--- src/rtl/mem_access_unit_if.sv ---
// Bundle of core-side request signals and memory-side port signals for mem_access_unit.
// slave = the access unit itself; master = the core plus data memory driving it.
interface mem_access_unit_if #(
    parameter int ADDR_W = 32
);
    logic              req;
    logic              we;
    logic [1:0]        size;
    logic              sign_ext;
    logic [ADDR_W-1:0] addr;
    logic [31:0]       wdata;
    logic [31:0]       rdata;
    logic              busy;
    logic              done;
    logic              misaligned;
    logic [ADDR_W-1:0] mem_adr;
    logic [31:0]       mem_d_out;
    logic [31:0]       mem_d_in;
    logic              mem_rd;
    logic              mem_wr;

    modport slave (
        input  req, we, size, sign_ext, addr, wdata, mem_d_in,
        output rdata, busy, done, misaligned, mem_adr, mem_d_out, mem_rd, mem_wr
    );

    modport master (
        output req, we, size, sign_ext, addr, wdata, mem_d_in,
        input  rdata, busy, done, misaligned, mem_adr, mem_d_out, mem_rd, mem_wr
    );
endinterface

--- src/rtl/mem_access_unit.sv ---
// Byte/half/word load-store unit over a word-wide memory port; sub-word stores use read-modify-write.
// Optional alignment checking is enabled by defining MAU_ALIGN_CHECK_EN.
module mem_access_unit #(
    parameter int ADDR_W = 32
) (
    input  logic               clk,
    input  logic               rst,
    mem_access_unit_if.slave   bus
);
    localparam logic [1:0] S_IDLE = 2'd0;
    localparam logic [1:0] S_RD   = 2'd1;
    localparam logic [1:0] S_WR   = 2'd2;
    localparam logic [1:0] S_DONE = 2'd3;

    logic [1:0]        r_state;
    logic              r_we;
    logic [1:0]        r_size;
    logic              r_sx;
    logic [1:0]        r_lane;
    logic [31:0]       r_wdata;
    logic [ADDR_W-1:0] r_adr;
    logic [31:0]       r_rdata;
    logic              r_mis;
    logic [31:0]       r_d_out;
    logic              w_mis;

`ifdef MAU_ALIGN_CHECK_EN
    assign w_mis = ((bus.size == 2'b01) && bus.addr[0]) ||
                   (bus.size[1] && (bus.addr[1:0] != 2'b00));
`else
    assign w_mis = 1'b0;
`endif

    // Pull the addressed lane(s) out of a memory word and extend to 32 bits.
    function automatic logic [31:0] extract(input logic [31:0] w, input logic [1:0] sz,
                                            input logic [1:0] lane, input logic sx);
        logic [7:0]  b;
        logic [15:0] h;
        b = w[{lane, 3'b000} +: 8];
        h = lane[1] ? w[31:16] : w[15:0];
        case (sz)
            2'b00:   return {{24{sx & b[7]}}, b};
            2'b01:   return {{16{sx & h[15]}}, h};
            default: return w;
        endcase
    endfunction

    function automatic logic [31:0] merge(input logic [31:0] w, input logic [31:0] d,
                                          input logic [1:0] sz, input logic [1:0] lane);
        logic [31:0] m;
        m = w;
        case (sz)
            2'b00: m[{lane, 3'b000} +: 8] = d[7:0];
            2'b01: begin
                if (lane[1]) m[31:16] = d[15:0];
                else         m[15:0]  = d[15:0];
            end
            default: m = d;
        endcase
        return m;
    endfunction

    always_ff @(posedge clk) begin
        if (rst) begin
            r_state <= S_IDLE;
            r_we    <= 1'b0;
            r_size  <= 2'b00;
            r_sx    <= 1'b0;
            r_lane  <= 2'b00;
            r_wdata <= '0;
            r_adr   <= '0;
            r_rdata <= '0;
            r_mis   <= 1'b0;
            r_d_out <= '0;
        end else begin
            case (r_state)
                S_IDLE: begin
                    if (bus.req) begin
                        r_we    <= bus.we;
                        r_size  <= bus.size;
                        r_sx    <= bus.sign_ext;
                        r_lane  <= bus.addr[1:0];
                        r_wdata <= bus.wdata;
                        r_adr   <= {bus.addr[ADDR_W-1:2], 2'b00};
                        r_mis   <= w_mis;
                        r_rdata <= '0;
                        if (w_mis) begin
                            r_state <= S_DONE;
                        end else if (bus.we && bus.size[1]) begin
                            r_d_out <= bus.wdata;
                            r_state <= S_WR;
                        end else begin
                            r_state <= S_RD;
                        end
                    end
                end
                // Read data is captured here either as the load result or as the RMW base word.
                S_RD: begin
                    if (r_we) begin
                        r_d_out <= merge(bus.mem_d_in, r_wdata, r_size, r_lane);
                        r_state <= S_WR;
                    end else begin
                        r_rdata <= extract(bus.mem_d_in, r_size, r_lane, r_sx);
                        r_state <= S_DONE;
                    end
                end
                S_WR:    r_state <= S_DONE;
                S_DONE:  r_state <= S_IDLE;
                default: r_state <= S_IDLE;
            endcase
        end
    end

    assign bus.rdata      = r_rdata;
    assign bus.misaligned = r_mis;
    assign bus.busy       = (r_state != S_IDLE);
    assign bus.done       = (r_state == S_DONE);
    assign bus.mem_rd     = (r_state == S_RD);
    assign bus.mem_wr     = (r_state == S_WR);
    assign bus.mem_adr    = r_adr;
    assign bus.mem_d_out  = r_d_out;
endmodule

--- src/flat_wrapper.sv ---
// flat-port wrapper written by rule: the top's interface ports become plain ports
module mem_access_unit_flat 
#(
    parameter int ADDR_W = 32
)
  (clk, rst, bus_req, bus_we, bus_size, bus_sign_ext, bus_addr, bus_wdata, bus_mem_d_in, bus_rdata, bus_busy, bus_done, bus_misaligned, bus_mem_adr, bus_mem_d_out, bus_mem_rd, bus_mem_wr);
  mem_access_unit_if #(.ADDR_W(ADDR_W)) bus_i ();
  input  logic clk;
  input  logic rst;
  input wire logic [$bits(bus_i.req)-1:0] bus_req;
  input wire logic [$bits(bus_i.we)-1:0] bus_we;
  input wire logic [$bits(bus_i.size)-1:0] bus_size;
  input wire logic [$bits(bus_i.sign_ext)-1:0] bus_sign_ext;
  input wire logic [$bits(bus_i.addr)-1:0] bus_addr;
  input wire logic [$bits(bus_i.wdata)-1:0] bus_wdata;
  input wire logic [$bits(bus_i.mem_d_in)-1:0] bus_mem_d_in;
  output wire logic [$bits(bus_i.rdata)-1:0] bus_rdata;
  output wire logic [$bits(bus_i.busy)-1:0] bus_busy;
  output wire logic [$bits(bus_i.done)-1:0] bus_done;
  output wire logic [$bits(bus_i.misaligned)-1:0] bus_misaligned;
  output wire logic [$bits(bus_i.mem_adr)-1:0] bus_mem_adr;
  output wire logic [$bits(bus_i.mem_d_out)-1:0] bus_mem_d_out;
  output wire logic [$bits(bus_i.mem_rd)-1:0] bus_mem_rd;
  output wire logic [$bits(bus_i.mem_wr)-1:0] bus_mem_wr;
  assign bus_i.req = bus_req;
  assign bus_i.we = bus_we;
  assign bus_i.size = bus_size;
  assign bus_i.sign_ext = bus_sign_ext;
  assign bus_i.addr = bus_addr;
  assign bus_i.wdata = bus_wdata;
  assign bus_i.mem_d_in = bus_mem_d_in;
  assign bus_rdata = bus_i.rdata;
  assign bus_busy = bus_i.busy;
  assign bus_done = bus_i.done;
  assign bus_misaligned = bus_i.misaligned;
  assign bus_mem_adr = bus_i.mem_adr;
  assign bus_mem_d_out = bus_i.mem_d_out;
  assign bus_mem_rd = bus_i.mem_rd;
  assign bus_mem_wr = bus_i.mem_wr;
  mem_access_unit #(.ADDR_W(ADDR_W)) u_core (.clk(clk), .rst(rst), .bus(bus_i));
endmodule
--- config.mk ---
export PLATFORM = sky130hd
export DESIGN_NAME = mem_access_unit_flat
export DESIGN_NICKNAME = d
export VERILOG_FILES = /design/src/rtl/mem_access_unit_if.sv /design/src/rtl/mem_access_unit.sv /design/src/flat_wrapper.sv
export SDC_FILE = /design/constraint.sdc
export NUM_CORES = 1
export LEC_CHECK = 0
export ABC_AREA = 1
export CAP_MARGIN = 0
export CELL_PAD_IN_SITES_DETAIL_PLACEMENT = 0
export CELL_PAD_IN_SITES_GLOBAL_PLACEMENT = 1
export CORE_UTILIZATION = 35
export CTS_BUF_LIST = sky130_fd_sc_hd__clkbuf_4 sky130_fd_sc_hd__clkbuf_8
export DETAILED_ROUTE_END_ITERATION = 7
export DONT_BUFFER_PORTS = 1
export GPL_TIMING_DRIVEN = 0
export MAX_ROUTING_LAYER = met4
export PLACE_DENSITY_LB_ADDON = 0.1
export SYNTH_ARGS = -nofsm -noshare
export SYNTH_HDL_FRONTEND = slang
export SYNTH_SLANG_ARGS = --single-unit
--- constraint.sdc ---
create_clock -name clk -period 3.8 [get_ports clk]
set_input_delay 0.95 -clock clk [delete_from_list [all_inputs] [get_ports clk]]
set_output_delay 0.95 -clock clk [all_outputs]
set_load 0.01 [all_outputs]
# After elaboration in Yosys (flattened, before gate mapping)
# Index checks and enable logic that the tools add are counted.
# word_totals
ff_bits	134
inputBits	103
output_inout_bits	101
elab_cells	48
# classes
n_addsub	1
n_eq_ne	8
shift	3
n_mux	17
bitwise_logic	2
reduce_logical	8
# op_table
op	n
case mux 32 bit (2 select lines)	4
2-to-1 mux 32 bit	5
2-to-1 mux 16 bit	3
bitwise mux 32 bit	1
variable shift 8 x 7 -> 32 bit, first input constant	1
indexed part select 32 x 6 -> 8 bit	1
indexed part select 8 x 7 -> 32 bit	1
case mux 2 bit (4 select lines)	1
negation 5 -> 7 bit	1
equality test 2 x 1 -> 1 bit, second input constant	2
equality test 2 bit, second input constant	2
logical NOT 2 bit	2
2-to-1 mux 2 bit	2
!= test 2 x 1 -> 1 bit, second input constant	2
!= test 2 bit, second input constant	2
AND reduction 4 bit	1
nonzero test 2 bit	2
AND reduction 3 bit	1
AND 1 bit	2
AND reduction 2 bit	1
logical AND 1 bit	1
2-to-1 mux 1 bit	1

# Longest topological paths before layout
# depth
ltp_word	6
mapped_depth	11
ltp_nobuf	9

# Least setup slack after synthesis
# Ideal clock, no wire load.
# synth_timing
path_type	input port to flip-flop
startpoint	input bus_req
endpoint	register u_core.r_d_out[10] (netlist: u_core.bus.mem_d_out[10])
setup_ps	128
arrival_ps	1828
required_ps	3672
setup_slack_ps	1844
cell_stages	8
n_path_buf	1
cell_sequence	inv_1 nand2_1 o21ai_2 nor2_1 nand2_2 inv_2 clkbuf_1 a21oi_1
# synth_between
elab_chain_len	2
# synth_lines
item	line	source
from (decl)	flat_wrapper.sv:10	input wire logic [$bits(bus_i.req)-1:0] bus_req;
!= test 2 bit (no source line)	--	
AND reduction 4 bit (no source line)	--	
to (signal assigned)	mem_access_unit.sv:90	r_d_out <= bus.wdata;
to (signal assigned)	mem_access_unit.sv:100	r_d_out <= merge(bus.mem_d_in, r_wdata, r_size, r_lane);
to (decl)	mem_access_unit.sv:24	logic [31:0] r_d_out;
# No other way between the ends.
# A chain may end at the register's enable or synchronous reset.

# Final worst setup path
# layout_timing
startpoint	register u_core.r_lane[0]
endpoint	register u_core.r_d_out[0] (netlist: u_core.bus.mem_d_out[0])
# layout_between
elab_chain_len	6
elab_cells_between_ends	7
classes_between	add/sub (1); shift (2); mux (4)
# layout_lines
item	line	source
from (decl)	mem_access_unit.sv:19	logic [1:0] r_lane;
from (signal assigned)	mem_access_unit.sv:82	r_lane <= bus.addr[1:0];
negation 5 -> 7 bit *	mem_access_unit.sv:53	2'b00: m[{lane, 3'b000} +: 8] = d[7:0];
indexed part select 8 x 7 -> 32 bit / variable shift 8 x 7 -> 32 bit (equally long branches)	mem_access_unit.sv:53	
bitwise mux 32 bit *	mem_access_unit.sv:53	
case mux 32 bit (2 select lines) *	mem_access_unit.sv:52	case (sz)
2-to-1 mux 32 bit *	mem_access_unit.sv:99	if (r_we) begin
case mux 32 bit (2 select lines) *	mem_access_unit.sv:76	case (r_state)
# Mark *: on every way between the ends. The rest lies on a longest branch, timed or not. The select of a mux whose other input is x is not followed.

==> impl_metrics.csv <==
group,metric,value,unit
floorplan,dieWidth,144,um
grt,track_usage,27.1,%
setup_path,startpoint,"u_core.r_lane[0]",
route,drt_iter0_markers,454,
grt,grt_max_degree,17,
grt,grt_antenna_before_repair,0,
cts,clkTransAtPathRegs,90,ps
floorplan,pin_count,204,
yosys,syn_area_per_cell,6.44,um^2
cts,post_cts.repair.setup_buffers,0,
floorplan,coreArea,19600,um^2
hold_path,hold_path.startpoint,"u_core.r_wdata[15]",
power,p_clk_share,29.2,%
route,viasPerCell,5.14,
timing,fin_crit_sh,65.5,%
cts,clock_latency,470,ps
timing,fmax,0.402,GHz
cts,clockRootBuffer,"clkbuf_8",
power,power_density,599,nW/um^2
flow_run,max_cap_violations,0,
timing,worst_slew_pin_slew,820,ps
setup_path,reg2reg_from,"u_core.r_lane[0]",
floorplan,die_h,144,um
power,p_leak,3.26,nW
yosys,synthTopCellsByArea,"dfxtp_1, a21oi_1, nand2_1, o21ai_0, nor2_1",
layout,fin_cells,1390,
layout,drive_above_1_share,6.76,%
yosys,synthCells,1091,
placement,port_buffers,0,
timing,final-hold-violation-count,0,
power,swShare,41.5,%
power,p_sw,0.00194,W
yosys,synth_top_area_share,38.2,%
floorplan,rows,51,
setup_path,path_class,"flop to flop",
placement,gp_congestion,0.915,
setup_path,critPathMaxFanout,10,
floorplan,die_area,20600,um^2
setup_path,critPathLaunchType,"flop",
yosys,ys_types,29,
placement,hpwl,20800,um
route,first_pass_iters,5,
timing,clock_skew,15.4,ps
layout,antenna_cells,0,
yosys,synth_area,7020,um^2
timing,min_period,2490,ps
placement,placed_cells,1358,
yosys,yosys_warnings,0,
route,avgRoutedWirePerCell,19.5,um
power,p_seq_share,39.5,%
cts,clkSinkCount,134,
setup_path,end_kind,"flop",
yosys,synth.largest_area_cell,"dfxtp_1",
setup_path,cp.required,4130,ps
power,comb_power_share,31.3,%
route,drc,0,
route,dr_total_vias,7150,
grt,grt_pass1_wl,39600,um
cts,postCtsHoldBufs,0,
timing,maxSlewHeadroom,45.3,%
cts,cts_buffer_depth,2,
yosys,synth.yosys.seq_area_share,38.2,%
hold_path,hold_class,"flop to flop",
timing,finalMaxSlewViolations,0,
floorplan,start_util,35.9,%
timing,setup_viol,0,
route,ant_nets,0,
setup_path,arrival,2820,ps
cts,cts_inserted_buffers,17,
layout,nets,1225,
timing,tns,0,ps
grt,grt_pass1_vias,6693,
timing,rsz0062_at_grt,"no",
route,routed_wl,27100,um
power,vdd_drop_max,0.000246,V
yosys,ys_ff_latch,134,
cts,cts_resized,0,
grt,grt-ovfl-total,0,
outcome,status,"completed",
power,p_int,0.00273,W
layout,syn_to_final_growth,11.0,%
cts,cts_tree,"done",
cts,cts-htree-levels,4,
==> area by class of cell <==
cell class / instances / area (um^2)
clock buffers: 18 / 248
well taps: 265 / 332
plain buffers: 73 / 324
clock inverters: 14 / 188
inverters: 90 / 338
fillers: 2249 / 11800
multi-input cells: 796 / 3690
flip-flops and latches: 134 / 2680
==> layout by cell type (no fill, tap or decap), types with 6 or more instances in the layout <==
cell,n
nor2_1,143
nand3_1,24
inv_1,86
buf_2,22
o221ai_1,6
nand2_1,226
o21ai_0,167
clkbuf_8,18
dfxtp_1,134
or2_2,8
clkbuf_1,44
a21oi_1,191
ha_1,10
==> Yosys cell counts, drive strengths merged <==
library cell and count:
a211oi 5, a21oi 191, buf 29, clkbuf 44, clkinv 1, conb 1, dfxtp 134, ha 10
inv 89, nand2 228, nand3 25, nand4 1, nor2 144, o211ai 3, o21ai 170, o21bai 1
o221ai 6, o311ai 1, or2 8
==> critical path, stage by stage (launching register included) <==
cell and delay, ps:
dfxtp_1 480, inv_1 230, ha_1 330, clkbuf_1 310
inv_1 220, nand2_1 310, o21ai_0 130, nand2_1 80
nand3_1 100, nand2_1 100, a21oi_1 60
==> power groups by stage <==
stage / registers, W / clock network (W) / logic [W]
floorplan: 0.00182 / 0 / 0.00103
global placement: 0.00188 / 0 / 0.00145
detailed placement: 0.00188 / 0 / 0.00145
CTS: 0.00185 / 0.00138 / 0.00146
global route: 0.00187 / 0.00144 / 0.00165
finish: 0.00185 / 0.00137 / 0.00146
==> path summary, 6_finish.rpt <==
path	cells after the start	slack, ps	to
worst max register to register	10	1310	u_core.bus.mem_d_out[0]
worst min-delay path	2	500	u_core.r_wdata[15]
worst min register to register	2	500	u_core.r_wdata[15]
worst max-delay path	10	1310	u_core.bus.mem_d_out[0]
==> per-layer routing <==
| metal | track usage (%) | vias to the layer above | wire, um |
|---|---|---|---|
| li1 | - | 3606 | - |
| met2 | 41.9 | 206 | 12600 |
| met3 | 5.43 | 30 | 1660 |
| met5 | - | - | 0 |
| met1 | 35.4 | 3308 | 12300 |
| met4 | 8.06 | 0 | 572 |
==> metrics by stage <==
stage               power [W]  worst slack [ps]  util (%)  hold slack [ps]  instance area [um^2]
floorplan             0.00286              1840         -              455                  7030
global placement      0.00333              1030      37.6              472                  7360
CTS                   0.00468              1390      39.8              499                  7800
global route          0.00497              1140      39.8              528                  7800
detailed placement    0.00333              1050      37.6              483                  7360
finish                0.00467              1310      39.8              496                  7800
==> kinds of logic (layout without fill, tap and decap cells) <==
family                     count (synthesis)  in the layout  synth area share, %
DFF                                      134            134                 38.2
other                                      1              3               0.0534
and+or+nand+nor                          406            406                 22.9
buffers and inverters                    163            195                 9.42
AOI/OAI and AO/OA                        377            377                 27.7
adders and majority gates                 10             10                 1.78
==> sequential cells by signal (all words and copies together) (netlist names) <==
name,cells
u_core.r_we,1
u_core.r_state,2
u_core.bus.rdata,32
u_core.r_sx,1
u_core.bus.mem_d_out,32
u_core.r_size,2
u_core.r_wdata,32
u_core.bus.mem_adr,30
u_core.r_lane,2
Power figures use the tool's default switching activity.
